**config.mk**
```make
export PLATFORM = sky130hd
export DESIGN_NAME = psram_qpi_ctrl
export DESIGN_NICKNAME = d
export VERILOG_FILES = /design/src/rtl/psram_qpi_ctrl.sv
export SDC_FILE = /design/constraint.sdc
export NUM_CORES = 1
export LEC_CHECK = 0
export CAP_MARGIN = 20
export CORE_ASPECT_RATIO = 1.1
export CORE_UTILIZATION = 45
export DETAILED_ROUTE_END_ITERATION = 8
export GPL_TIMING_DRIVEN = 0
export PLACE_DENSITY = 0.65
export SYNTH_ARGS = -nofsm -noshare
export SYNTH_HDL_FRONTEND = slang
export SYNTH_SLANG_ARGS = --single-unit
```
**constraint.sdc**
```tcl
create_clock -name i_clk -period 9.9 [get_ports i_clk]
set_input_delay 1.98 -clock i_clk [delete_from_list [all_inputs] [get_ports i_clk]]
set_output_delay 1.98 -clock i_clk [all_outputs]
set_load 0.02 [all_outputs]
```
**src/rtl/psram_qpi_ctrl.sv**
```systemverilog
// psram_qpi_ctrl
// Burst read/write controller for CHIPS parallel x4 PSRAM devices in QPI mode.
// After power-up it waits RESET_WAIT cycles, sends the 0x35 "enter QPI"
// command serially on IO0, then serves word-wide burst requests.
//
// Ports
//   i_clk, i_rst        clock, synchronous active-high reset
//   i_stb               request strobe (only looked at in IDLE)
//   i_we                1 = write, 0 = read
//   i_addr[23:0]        start address in words
//   i_len[5:0]          word count (0 -> 1 word, clipped to BURST_MAX)
//   i_din[W-1:0]        write word, sampled the cycle after o_din_req
//   o_din_req           one-cycle pulse asking for the next write word
//   o_dout, o_dout_vld  read word and its one-cycle valid pulse
//   o_busy              high in every state except IDLE
//   o_done              one-cycle completion pulse (also on rejection)
//   o_err               one-cycle pulse when a request would cross a 1 KiW page
//   o_psram_*           device bus: csn, sclk, data out, output enable, data in
//   o_state, o_states_hit  (PSRAM_DEBUG_EN only) FSM encoding and sticky
//                       per-state visit bits
//
// Handshake: a request is taken on any cycle with i_stb=1 and o_busy=0;
// the caller must then supply one i_din per o_din_req pulse (write) or accept
// one o_dout per o_dout_vld pulse (read); there is no back-pressure.
//
// Build option: define PSRAM_DEBUG_EN to add the debug ports.
module psram_qpi_ctrl #(
  parameter int CHIPS      = 2,
  parameter int BURST_MAX  = 8,
  parameter int WAIT_SLOTS = 7,
  parameter int RESET_WAIT = 20000
) (
  input  logic                 i_clk,
  input  logic                 i_rst,
  input  logic                 i_stb,
  input  logic                 i_we,
  input  logic [23:0]          i_addr,
  input  logic [5:0]           i_len,
  input  logic [8*CHIPS-1:0]   i_din,
  output logic                 o_din_req,
  output logic [8*CHIPS-1:0]   o_dout,
  output logic                 o_dout_vld,
  output logic                 o_busy,
  output logic                 o_done,
  output logic                 o_err,
  output logic                 o_psram_csn,
  output logic                 o_psram_sclk,
  output logic [4*CHIPS-1:0]   o_psram_dout,
  output logic                 o_psram_oe,
  input  logic [4*CHIPS-1:0]   i_psram_din
`ifdef PSRAM_DEBUG_EN
  ,
  output logic [3:0]           o_state,
  output logic [8:0]           o_states_hit
`endif
);

  localparam int BW  = 4 * CHIPS;
  localparam int WW  = 8 * CHIPS;
  localparam int CW0 = $clog2(RESET_WAIT + 1);
  localparam int CW  = (CW0 < 5) ? 5 : CW0;

  typedef enum logic [3:0] {
    INIT_WAIT = 4'd0,
    INIT_CMD  = 4'd1,
    IDLE      = 4'd2,
    CMD       = 4'd3,
    ADDR      = 4'd4,
    DUMMY     = 4'd5,
    RDATA     = 4'd6,
    WDATA     = 4'd7,
    DESEL     = 4'd8
  } state_t;

  state_t          r_state;
  logic [CW-1:0]   r_cnt;
  logic [31:0]     r_tx;      // outgoing command/address bits, MSB first
  logic            r_we;
  logic [5:0]      r_len;
  logic [5:0]      r_words;
  logic            r_nib;     // 0 = upper-half slot of a word, 1 = lower-half
  logic [BW-1:0]   r_wlo;     // lower half of the write word in flight
  logic [BW-1:0]   r_rhi;     // upper half of the read word in flight
  logic            r_report;  // 0 while finishing INIT: DESEL gives no done
  logic            r_csn;
  logic            r_sclk;
  logic            r_oe;
  logic [BW-1:0]   r_pdout;
  logic [WW-1:0]   r_dout;
  logic            r_dout_vld;
  logic            r_din_req;
  logic            r_done;
  logic            r_err;

  logic [5:0]      w_len;
  logic            w_cross;
  logic [7:0]      w_cmd;

  function automatic logic [BW-1:0] rep_nib(input logic [3:0] n);
    logic [BW-1:0] r;
    r = '0;
    for (int k = 0; k < CHIPS; k++) r[4*k +: 4] = n;
    return r;
  endfunction

  always_comb begin
    w_len = i_len;
    if (i_len == 6'd0)
      w_len = 6'd1;
    else if (i_len > 6'(BURST_MAX))
      w_len = 6'(BURST_MAX);
    w_cross = ({1'b0, i_addr[9:0]} + {5'b0, w_len}) > 11'd1024;
    w_cmd   = i_we ? 8'h38 : 8'hEB;
  end

  // SCLK toggles every cycle while selected: each slot is one low cycle
  // (new data on the bus) followed by one high cycle (device samples).
  // Slot bookkeeping therefore happens only in the r_sclk=1 cycle.
  always_ff @(posedge i_clk) begin
    if (i_rst) begin
      r_state    <= INIT_WAIT;
      r_cnt      <= '0;
      r_tx       <= '0;
      r_we       <= 1'b0;
      r_len      <= '0;
      r_words    <= '0;
      r_nib      <= 1'b0;
      r_wlo      <= '0;
      r_rhi      <= '0;
      r_report   <= 1'b0;
      r_csn      <= 1'b1;
      r_sclk     <= 1'b0;
      r_oe       <= 1'b0;
      r_pdout    <= '0;
      r_dout     <= '0;
      r_dout_vld <= 1'b0;
      r_din_req  <= 1'b0;
      r_done     <= 1'b0;
      r_err      <= 1'b0;
    end else begin
      r_done     <= 1'b0;
      r_err      <= 1'b0;
      r_din_req  <= 1'b0;
      r_dout_vld <= 1'b0;
      r_sclk     <= r_csn ? 1'b0 : ~r_sclk;

      case (r_state)
        INIT_WAIT: begin
          if (r_cnt == CW'(RESET_WAIT - 1)) begin
            r_state <= INIT_CMD;
            r_csn   <= 1'b0;
            r_oe    <= 1'b1;
            r_pdout <= rep_nib(4'h0);              // bit 7 of 0x35
            r_tx    <= {7'b0110101, 25'b0};        // bits 6..0 of 0x35
            r_cnt   <= '0;
          end else begin
            r_cnt <= r_cnt + CW'(1);
          end
        end

        INIT_CMD: begin
          if (r_sclk) begin
            if (r_cnt == CW'(7)) begin
              r_state <= DESEL;
              r_csn   <= 1'b1;
              r_sclk  <= 1'b0;
              r_oe    <= 1'b0;
              r_pdout <= '0;
              r_cnt   <= '0;
            end else begin
              r_pdout <= rep_nib({3'b000, r_tx[31]});
              r_tx    <= {r_tx[30:0], 1'b0};
              r_cnt   <= r_cnt + CW'(1);
            end
          end
        end

        IDLE: begin
          if (i_stb) begin
            if (w_cross) begin
              r_done <= 1'b1;
              r_err  <= 1'b1;
            end else begin
              r_state  <= CMD;
              r_csn    <= 1'b0;
              r_oe     <= 1'b1;
              r_we     <= i_we;
              r_len    <= w_len;
              r_words  <= '0;
              r_nib    <= 1'b0;
              r_report <= 1'b1;
              r_pdout  <= rep_nib(w_cmd[7:4]);
              r_tx     <= {w_cmd[3:0], i_addr, 4'h0};
              r_cnt    <= '0;
            end
          end
        end

        CMD: begin
          if (r_sclk) begin
            r_pdout <= rep_nib(r_tx[31:28]);
            r_tx    <= {r_tx[27:0], 4'h0};
            if (r_cnt == CW'(1)) begin
              r_state <= ADDR;
              r_cnt   <= '0;
            end else begin
              r_cnt <= r_cnt + CW'(1);
            end
          end
        end

        ADDR: begin
          if (r_sclk) begin
            if (r_cnt == CW'(5)) begin
              r_cnt <= '0;
              r_nib <= 1'b0;
              if (r_we) begin
                r_state <= WDATA;
                r_pdout <= i_din[WW-1:BW];
                r_wlo   <= i_din[BW-1:0];
              end else begin
                r_state <= DUMMY;
                r_oe    <= 1'b0;
                r_pdout <= '0;
              end
            end else begin
              r_pdout <= rep_nib(r_tx[31:28]);
              r_tx    <= {r_tx[27:0], 4'h0};
              r_cnt   <= r_cnt + CW'(1);
              // Request lands two cycles before the first data slot.
              if (r_cnt == CW'(4) && r_we) r_din_req <= 1'b1;
            end
          end
        end

        WDATA: begin
          if (r_sclk) begin
            if (!r_nib) begin
              r_pdout <= r_wlo;
              r_nib   <= 1'b1;
              r_words <= r_words + 6'd1;
              if (r_words + 6'd1 < r_len) r_din_req <= 1'b1;
            end else if (r_words == r_len) begin
              r_state <= DESEL;
              r_csn   <= 1'b1;
              r_sclk  <= 1'b0;
              r_oe    <= 1'b0;
              r_pdout <= '0;
              r_cnt   <= '0;
            end else begin
              r_pdout <= i_din[WW-1:BW];
              r_wlo   <= i_din[BW-1:0];
              r_nib   <= 1'b0;
            end
          end
        end

        DUMMY: begin
          if (r_sclk) begin
            if (r_cnt == CW'(WAIT_SLOTS - 1)) begin
              r_state <= RDATA;
              r_cnt   <= '0;
              r_nib   <= 1'b0;
            end else begin
              r_cnt <= r_cnt + CW'(1);
            end
          end
        end

        RDATA: begin
          if (r_sclk) begin
            if (!r_nib) begin
              r_rhi <= i_psram_din;
              r_nib <= 1'b1;
            end else begin
              r_dout     <= {r_rhi, i_psram_din};
              r_dout_vld <= 1'b1;
              r_nib      <= 1'b0;
              if (r_words + 6'd1 == r_len) begin
                r_state <= DESEL;
                r_csn   <= 1'b1;
                r_sclk  <= 1'b0;
                r_pdout <= '0;
                r_cnt   <= '0;
              end else begin
                r_words <= r_words + 6'd1;
              end
            end
          end
        end

        DESEL: begin
          // Two cycles here plus at least one in IDLE keep csn high >= 2 cycles.
          if (r_cnt == CW'(1)) begin
            r_state <= IDLE;
            r_done  <= r_report;
            r_cnt   <= '0;
          end else begin
            r_cnt <= r_cnt + CW'(1);
          end
        end

        default: begin
          r_state <= INIT_WAIT;
          r_cnt   <= '0;
          r_csn   <= 1'b1;
          r_oe    <= 1'b0;
        end
      endcase
    end
  end

  assign o_busy       = (r_state != IDLE);
  assign o_done       = r_done;
  assign o_err        = r_err;
  assign o_din_req    = r_din_req;
  assign o_dout       = r_dout;
  assign o_dout_vld   = r_dout_vld;
  assign o_psram_csn  = r_csn;
  assign o_psram_sclk = r_sclk;
  assign o_psram_dout = r_pdout;
  assign o_psram_oe   = r_oe;

`ifdef PSRAM_DEBUG_EN
  logic [8:0] r_hit;

  always_ff @(posedge i_clk) begin
    if (i_rst) r_hit <= '0;
    else       r_hit <= r_hit | (9'd1 << r_state);
  end

  assign o_state      = r_state;
  assign o_states_hit = r_hit;
`endif

endmodule
```
After elaboration in Yosys (flattened, before gate mapping):

Index checks and enable logic that the tools add are counted.

* bits in registers: 113
* latch bits: 0
* memory bits (writable): 0
* memory bits (read-only): 0
* input bits: 58
* output and inout bits: 32
* word-level logic and storage cells: 235
* memories kept: 0

* add/subtract/negate cells: 3
* $mul: 0
* divide/modulo/power cells: 0
* order comparisons: 3
* equal/unequal tests: 42
* shift operators: 0
* multiplexer cells: 137
* bitwise logic cells: 7
* reductions and logical operators: 24

Operators with widths (count)
* 2-to-1 mux 32 bit: 8
* 2-to-1 mux 15 bit: 17
* 2-to-1 mux 8 bit: 21
* case mux 32 bit (5 select lines): 1
* case mux 15 bit (9 select lines): 1
* 2-to-1 mux 4 bit: 18
* equality test 15 x 3 -> 1 bit, second input constant: 4
* case mux 8 bit (7 select lines): 1
* 2-to-1 mux 6 bit: 9
* 2-to-1 mux 1 bit: 50
* inequality test 2 bit, second input constant: 25
* case mux 4 bit (9 select lines): 1
* AND reduction 12 bit: 3
* case mux 6 bit (3 select lines): 1
* AND reduction 18 bit: 1
* AND reduction 9 bit: 2
* equality test 4 x 3 -> 1 bit, second input constant: 4
* case mux 8 bit (2 select lines): 1
* adder 15 x 1 -> 15 bit, second input constant: 1
* equality test 15 x 1 -> 1 bit, second input constant: 1
* equality test 15 bit, second input constant: 1
* equality test 6 bit: 2
* case mux 1 bit (6 select lines): 2
* adder 10 x 6 -> 11 bit: 1
* 28 further kinds: 40

Logic depth before layout (Yosys ltp):

Gate-level depths: netlist (run 1).

* word-level depth: 8
* depth in mapped cells: 14
* mapped depth without buffers: 13

Worst setup path after synthesis (run 1):

No wires, ideal clock.

* kind: input to register
* start point: in i_len[5]
* end point: reg r_cnt[10]
* setup time: 0.122 ns
* arrival: 4.875 ns
* data required time: 9.778 ns
* setup slack: 4.904 ns
* cell stages on the path: 14
* path buffers: 1
* cell sequence: nor3_1 > inv_1 > nor2_1 > ha_1 > inv_1 > fa_1 > xnor2_1 > a2111o_1 > a211o_1 > a21oi_2 > a311o_1 > a21oi_1 > buf_2 > a221o_1

* longest elaborated chain between the ends: 7
* elaborated cells between the ends (all ways): 8
* classes of those cells: 1 x add/sub; 2 x order compare; 1 x eq/ne; 2 x mux; 2 x reduce/logical

RTL lines
* from (decl): RTL line 38 `input logic [5:0] i_len,`
* greater-than comparator 6 x 4 -> 1 bit: RTL line 110 `else if (i_len > 6'(BURST_MAX))`
* 2-to-1 mux 6 bit: RTL line 110
* 2-to-1 mux 6 bit *: RTL line 108 `if (i_len == 6'd0)`
* named net w_len[3]: RTL line 95 `logic [5:0] w_len;`
* adder 10 x 6 -> 11 bit *: RTL line 112 `w_cross = ({1'b0, i_addr[9:0]} + {5'b0, w_len}) > 11'd1024;`
* greater-than comparator 11 bit *: RTL line 112
* inequality test 2 bit (no source line) *
* AND reduction 12 bit (no source line) *
* to (signal assigned): RTL line 157 `r_cnt <= r_cnt + CW'(1);`
* to (signal assigned): RTL line 173 `r_cnt <= r_cnt + CW'(1);`
* to (signal assigned): RTL line 207 `r_cnt <= r_cnt + CW'(1);`
* to (decl): RTL line 76 `logic [CW-1:0] r_cnt;`

The timed path passes the listed nets; every way through them passes the cells marked *.
A chain may end at the register's enable or synchronous reset.

Worst setup path after layout (run 1):

* start point: in i_len[5]
* end point: reg r_tx[29]

* longest elaborated chain between the ends: 7
* elaborated cells between the ends (all ways): 8
* classes of those cells: 1 x add/sub; 2 x order compare; 1 x eq/ne; 2 x mux; 2 x reduce/logical

RTL lines
* greater-than comparator 6 x 4 -> 1 bit: RTL line 110
* 2-to-1 mux 6 bit: RTL line 110
* 2-to-1 mux 6 bit *: RTL line 108
* named net w_len[3]: RTL line 95
* adder 10 x 6 -> 11 bit *: RTL line 112
* greater-than comparator 11 bit *: RTL line 112
* inequality test 2 bit (no source line) *
* AND reduction 9 bit (no source line) *
* to (signal assigned): RTL line 154 `r_tx <= {7'b0110101, 25'b0};`
* to (signal assigned): RTL line 172 `r_tx <= {r_tx[30:0], 1'b0};`
* to (signal assigned): RTL line 193 `r_tx <= {w_cmd[3:0], i_addr, 4'h0};`
* to (decl): RTL line 77 `logic [31:0] r_tx;`

Marks and branches as above.

==> qor.yml, run 1 <==
status: "complete, no violations"
p_leak_nw: 2.65
cts_root_buffer: "clkbuf_16"
synthCells: 736
grt_use_total_pct: 28.5
crit_required_ns: 10.17
hold_buffers: 0
synthArstFlopShare_pct: 0
timing.rr.start: "r_state[1]"
power.density_mw_per_mm2: 239
holdPathEnd: "o_dout[15]"
grt_pass1_wl_um: 30700
setup_violations: 0
viasPerCell: 6.22
r2r_cells: 7
crit_path_end_kind: "flop"
clock_path_buffers: 2
synth_cell_types: 71
synth-main-ff-cell: "dfxtp_1"
clock_insertion_delay_worst_skew_ns: 0.36
hold_path_depth: 2
first_pass_iters: 7
clk_pin_slew_ns: 0.07
synth_edf_count: 0
yosys_register_bits: 109
fin_crit_sh_pct: 60.4
hp-start: "r_rhi[7]"
die_h_um: 124
hp-class: "flop to flop"
arrival_ns: 6.25
slew-limit-headroom_pct: 34.9
port_buffers: 88
vias: 6234
rows: 44
cts_resized: 0
irDropWorstVdd_v: 0.000168
fin_hold_ws_ns: 0.454
cts_sinks: 109
routed_wl_um: 19700
hold_viol_final: 0
diodes: 0
core_area_mm2: 0.0132
start_util_pct: 46.0
syn2layout_area_growth_pct: 23.2
die_area_mm2: 0.0140
layout.nets: 913
reg2reg_slack_ns: 6.45
finalCoreUtilization_pct: 56.7
dp_hpwl_um: 14900
numCtsBuffers: 9
wire_per_inst_um: 19.6
syn_area_mm2: 0.00608
drv_slew: 0
gp_congestion: 0.943
rsz0062_at_grt: "no"
grt_antenna_before_repair: 0
min_period_ns: 5.98
r2r_end: "r_tx[29]"
drt_iter0_drc: 680
criticalPathCategory: "primary input to flop"
yosysSeqAreaShare_pct: 35.9
overflow: 0
htreeDepth: 3
synth_warnings: 0
max_cap_viol_count: 0
grt_max_degree: 20
drive_above_1_share_pct: 5.94
io_pins: 90
fin_setup_tns_ns: 0
critPathLaunch: "i_len[5]"
clock_skew_ns: 0.00670
die_w_um: 113
avgSynthCellArea_um2: 8.26
post_cts_buffers: 0
worst_pin_slew_ns: 0.969
cp-start-kind: "primary input"
cts_tree: "yes"
first_global_vias: 5869
cp_max_fo: 10
fmax_mhz: 167
drc: 0
ant_nets: 0
layout by cell type, fill, tap and decap left out, types with 5 or more instances in the layout:
cell type | Yosys | layout
o21ai_0 | 20 | 20
xor2_1 | 7 | 7
a21oi_1 | 81 | 81
mux2i_1 | 26 | 26
nor2_1 | 62 | 62
a22oi_1 | 7 | 7
clkbuf_1 | 35 | 35
o21a_1 | 5 | 5
nor2b_1 | 12 | 12
buf_2 | 10 | 10
a211oi_1 | 32 | 32
a311oi_1 | 10 | 10
or2_1 | 5 | 5
dfxtp_1 | 109 | 109
a21o_1 | 5 | 5
inv_1 | 21 | 21
ha_1 | 17 | 17
clkdlybuf4s50_1 | 0 | 88
nand2_1 | 76 | 76
nor3_1 | 18 | 18
a221o_1 | 10 | 10
a221oi_1 | 8 | 8
a31oi_1 | 6 | 6
nand3_1 | 22 | 22
clkbuf_16 | 0 | 9
a222oi_1 | 20 | 20
and3_1 | 21 | 21
per-stage QoR:
stage                     total power [mW]  setup WS (ns)  std cells  cell area (um^2)
after CTS                             1.78           3.97       1003              7490
final                                 1.79           3.92       1003              7490
after detailed placement              1.39           3.58        987              7180
after floorplan                       1.14           4.90        737              6090
after global placement                1.38           3.73        986              7170
after global routing                  1.90           3.65       1003              7490
state kept, by name, summed over array words and instances, names as in the netlist, 4 cells and up:
signal and cells:
r_tx 28, r_state 4, r_wlo 8, r_words 6, o_dout 16, r_cnt 15, o_psram_dout 8, r_len 6
r_rhi 8
worst max-delay path by stage:
stage                      to  slack, ns
finish               r_tx[29]       3.92
global route         r_tx[25]       3.65
CTS                  r_tx[29]       3.97
detailed placement   r_tx[29]       3.58
global placement     r_tx[29]       3.73
floorplan           r_cnt[10]       4.90
critical path, stage by stage:
cell and delay (ns):
clkdlybuf4s50_1 0.39, nor3_1 0.37, inv_1 0.13, nor2_1 0.24, ha_1 0.23, inv_1 0.06, fa_1 0.39, nor2b_1 0.24
o221a_2 0.24, o21a_1 0.12, o21ai_0 0.15, a311oi_1 0.83, buf_2 0.44, nor2_1 0.16, a221oi_1 0.27
power breakdown:
group / total [mW] / internal (mW) / switching [mW]
clock network: 0.389 / 0.209 / 0.180
logic: 0.795 / 0.313 / 0.482
registers: 0.605 / 0.528 / 0.0774
total: 1.79 / 1.05 / 0.740
area by class of cell:
class                      instances  area (um^2)
sequential                       109         2180
clock inverter                     6         78.8
buffer                            48          193
fill                            1276         5720
clock buffer                      10          239
multi-input combinational        558         3630
tap                              161          201
timing repair buffer              89          888
inverter                          22         82.6
per-layer routing:
metal  vias up  GRT usage (%)  share of wire [%]  wire [um]
met5         -              0                  0          0
met4         0           11.5                2.6        513
met3        37           4.57                6.1       1200
met2       230           46.9                 46       9120
met1      2979           37.5                 45       8830
li1       2988              -                  -          -
cell families (layout without fill, tap and decap cells):
group | count (synthesis) | in the layout | share of synthesized area (%)
fa+ha+maj | 18 | 18 | 3.83
compound gates | 238 | 238 | 27.5
other cells | 1 | 2 | 0.0617
simple gates | 261 | 261 | 21.9
mux | 29 | 29 | 4.83
flops | 109 | 109 | 35.9
buf+inv | 70 | 175 | 4.53
xor+xnor | 10 | 10 | 1.44
synth_stat cells, types with 3 or more instances:
master,number,area share [%]
a211o_1,4,0.58
a211oi_1,32,3.9
a21o_1,5,0.62
a21oi_1,81,6.7
a221o_1,10,1.6
a221oi_1,8,1.2
a222oi_1,20,3.3
a22oi_1,7,0.86
a311oi_1,10,1.4
a31oi_1,6,0.62
and3_1,21,2.2
and4_1,3,0.43
buf_1,3,0.19
buf_2,10,0.82
clkbuf_1,35,2.2
dfxtp_1,109,36
ha_1,17,3.5
inv_1,21,1.3
mux2_2,3,0.56
mux2i_1,26,4.3
nand2_1,76,4.7
nand2b_1,4,0.41
nand3_1,22,1.8
nand3b_1,4,0.49
nand4_1,4,0.41
nor2_1,62,3.8
nor2b_1,12,1.2
nor3_1,18,1.5
nor4_2,4,0.82
o211a_1,3,0.49
o21a_1,5,0.62
o21ai_0,20,1.6
o22ai_1,3,0.31
o31ai_1,3,0.37
or2_1,5,0.51
or2_2,4,0.41
or3_1,4,0.41
xnor2_1,3,0.43
xor2_1,7,1.0
Power figures use the tool's default switching activity.
==> run 2, diff against run 1 <==
--- a/config.mk
+++ b/config.mk
@@ -10,7 +10,7 @@
 export CORE_UTILIZATION = 45
 export DETAILED_ROUTE_END_ITERATION = 8
 export GPL_TIMING_DRIVEN = 0
-export PLACE_DENSITY = 0.65
+export PLACE_DENSITY = 0.68
 export SYNTH_ARGS = -nofsm -noshare
 export SYNTH_HDL_FRONTEND = slang
 export SYNTH_SLANG_ARGS = --single-unit
==> constraint.sdc (replaced) <==
create_clock -name i_clk -period 4.9 [get_ports i_clk]
set_input_delay 0.98 -clock i_clk [delete_from_list [all_inputs] [get_ports i_clk]]
set_output_delay 0.98 -clock i_clk [all_outputs]
set_load 0.02 [all_outputs]
==> run 2 against run 1 <==
Net effect: count of clock-buffer cells in the layout stayed put; worst hold slack worse by 0.0022 ns; via count is 0.63% lower; sequential share of layout area decreased by 0.14 points; critical path type unchanged; largest cell class unchanged; largest power group unchanged.
==> qor.yml, run 2 (synthesis gave the netlist of run 1 again) <==
status: "complete, no violations"  # unchanged
grt_antenna_before_repair: 0  # unchanged
routed_wl_um: 20000  # was 19700 um
drive_above_1_share_pct: 6.41  # was 5.94%
fin_area_mm2: 0.00753  # was 0.00749 mm^2
die_area_mm2: 0.0140  # unchanged
layout.nets: 913  # unchanged
crit_required_ns: 5.19  # was 10.17 ns
p_leak_nw: 2.68  # was 2.65 nW
clock_path_buffers: 2  # unchanged
wire_per_inst_um: 20.0  # was 19.6 um
fin_crit_sh_pct: 93.4
crit_chain: "clkdlybuf4s50_1 -> nor3_2 -> inv_1 -> nor2_1 -> ha_1 -> inv_1 -> fa_1 -> xnor2_1 -> a2111o_1 -> a211o_1 -> a21oi_2 -> a311oi_2 -> buf_2 -> nor4_1 -> mux2i_1"  # was clkdlybuf4s50_1 -> nor3_1 -> inv_1 -> nor2_1 -> ha_1 -> inv_1 -> fa_1 -> nor2b_1 -> o221a_2 -> o21a_1 -> o21ai_0 -> a311oi_1 -> buf_2 -> nor2_1 -> a221oi_1
grt_max_degree: 20  # unchanged
drv_slew: 0  # unchanged
power_mw: 3.70  # was 1.79 mW
first_global_vias: 5900  # was 5869
slowest_delay_ns: 0.43  # was 0.83 ns
htreeDepth: 3  # unchanged
pre_cts_ws_ns: -0.222  # was 3.58 ns
dp_hpwl_um: 14900  # about the same
hold_viol_final: 0  # unchanged
fin_setup_tns_ns: 0  # unchanged
clock_insertion_delay_worst_skew_ns: 0.37  # was 0.36 ns
worst-path-stages: 15  # unchanged
reg2reg_slack_ns: 1.64  # was 6.45 ns
irDropWorstVdd_v: 0.000350  # was 0.000168 V
rows: 44  # unchanged
port_buffers: 88  # unchanged
layout_commonest_cell: "dfxtp_1"  # unchanged
crit_path_end_kind: "flop"  # unchanged
vias: 6195  # was 6234
cp_slowest_cell: "nor4_1"  # was a311oi_1
cp_max_fo: 10  # unchanged
crit_top_cell: "inv_1"
ant_nets: 0  # unchanged
overflow: 0  # unchanged
place_area_mm2: 0.00717  # was 0.00718 mm^2
cts_root_buffer: "clkbuf_16"  # unchanged
die_h_um: 124  # unchanged
post_cts_buffers: 0  # unchanged
power.density_mw_per_mm2: 491  # was 239 mW/mm^2
cp-start-kind: "primary input"  # unchanged
clk_pin_slew_ns: 0.08  # was 0.07 ns
largest-register: "r_tx"  # unchanged
fmax_mhz: 219
numCtsBuffers: 9  # unchanged
fin_hold_ws_ns: 0.452  # was 0.454 ns
gp_congestion: 0.985  # was 0.943
diodes: 0  # unchanged
multi_input_area_mm2: 0.00364  # was 0.00363 mm^2
grt_use_total_pct: 29.2  # was 28.5%
dp.cells: 986  # was 987
start_util_pct: 46.0  # unchanged
fillCellCount: 1230  # was 1276
syn2layout_area_growth_pct: 23.8  # was 23.2%
most-common-layout-cells: "109 x dfxtp_1, 88 x clkdlybuf4s50_1, 81 x a21oi_1"  # unchanged
core_area_mm2: 0.0132  # unchanged
max_cap_viol_count: 0  # unchanged
rsz0062_at_grt: "no"  # unchanged
drt_iter0_drc: 603  # was 680
io_pins: 90  # unchanged
die_w_um: 113  # unchanged
slew-limit-headroom_pct: 38.0  # was 34.9%
grt_pass1_wl_um: 31300  # was 30700 um
criticalPathCategory: "primary input to flop"  # unchanged
largest_reg_flops: 28  # unchanged
cts_tree: "yes"  # unchanged
drc: 0  # unchanged
clock_skew_ns: 0.0102  # was 0.00670 ns
stdcell_count: 1003  # unchanged
cts_sinks: 109  # unchanged
r2r_cells: 11  # was 7
arrival_ns: 4.86  # was 6.25 ns
min_period_ns: 4.57
regArea_mm2: 0.00218  # unchanged
crit_buf_inv: 4  # unchanged
viasPerCell: 6.18  # was 6.22
setup_violations: 0  # unchanged
first_pass_iters: 6  # was 7
cpLargestDelayFamily: "compound AO/OA/AOI/OAI gates"  # unchanged
hp-class: "flop to flop"  # unchanged
fin_ws_ns: 0.326  # was 3.92 ns
finalCoreUtilization_pct: 57.0  # was 56.7%
hold_path_depth: 2  # unchanged
worst_pin_slew_ns: 0.927  # was 0.969 ns
-- run 2: cell count changes in the layout (fill, tap and decap cells not counted) --
| cell | change |
|---|---|
| a311oi_1 | -1 |
| a311o_1 | -1 |
| buf_4 | -1 |
| a311o_2 | +1 |
| clkbuf_2 | +1 |
| bufinv_16 | +1 |
| a311oi_2 | +1 |
| clkbuf_1 | -1 |
| nor3_1 | -1 |
| inv_6 | +2 |
| nor3_2 | +1 |
| inv_8 | -1 |
| clkbuf_4 | +1 |
| clkinvlp_4 | -2 |
-- run 2: final timing paths --
path,from,end
hold reg to reg,r_rhi[4],o_dout[12]
setup / recovery,i_len[5],r_nib
hold / removal,r_rhi[4],o_dout[12]
setup reg to reg,r_words[1],r_cnt[10]
-- run 2: power by group --
| part | total [mW] | internal [mW] | switching, mW |
|---|---|---|---|
| Combinational | 1.62 | 0.633 | 0.990 |
| Clock | 0.845 | 0.473 | 0.371 |
| Sequential | 1.23 | 1.07 | 0.163 |
| Total | 3.70 | 2.17 | 1.52 |
-- run 2: what timing repair did --
action / CTS / global route
hold buffers: 0 / 0
endpoints found under the setup margin: 0 / 49
resized for setup: 0 / 5
-- run 2: tightest hold or removal path, stage by stage (launching register included) --
cell	delay (ns)
dfxtp_1	0.32
nand2_1	0.05
a21oi_1	0.05
-- run 2: cell type report --
| cell class | count | share of cell area, % |
|---|---|---|
| Tap cell | 161 | 2.68 |
| Multi-Input combinational cell | 558 | 48.4 |
| Clock inverter | 6 | 1.33 |
| Sequential cell | 109 | 29.0 |
| Inverter | 22 | 1.10 |
| Buffer | 48 | 2.58 |
| Clock buffer | 10 | 3.17 |
| Timing Repair Buffer | 89 | 11.8 |
-- run 2: layer usage --
layer	track usage, %	routed length [um]	part of all wire, %
met1	38.3	8950	45
met2	47.1	9300	46
met3	4.87	1270	6.3
met4	13.9	532	2.7
met5	0	0	0
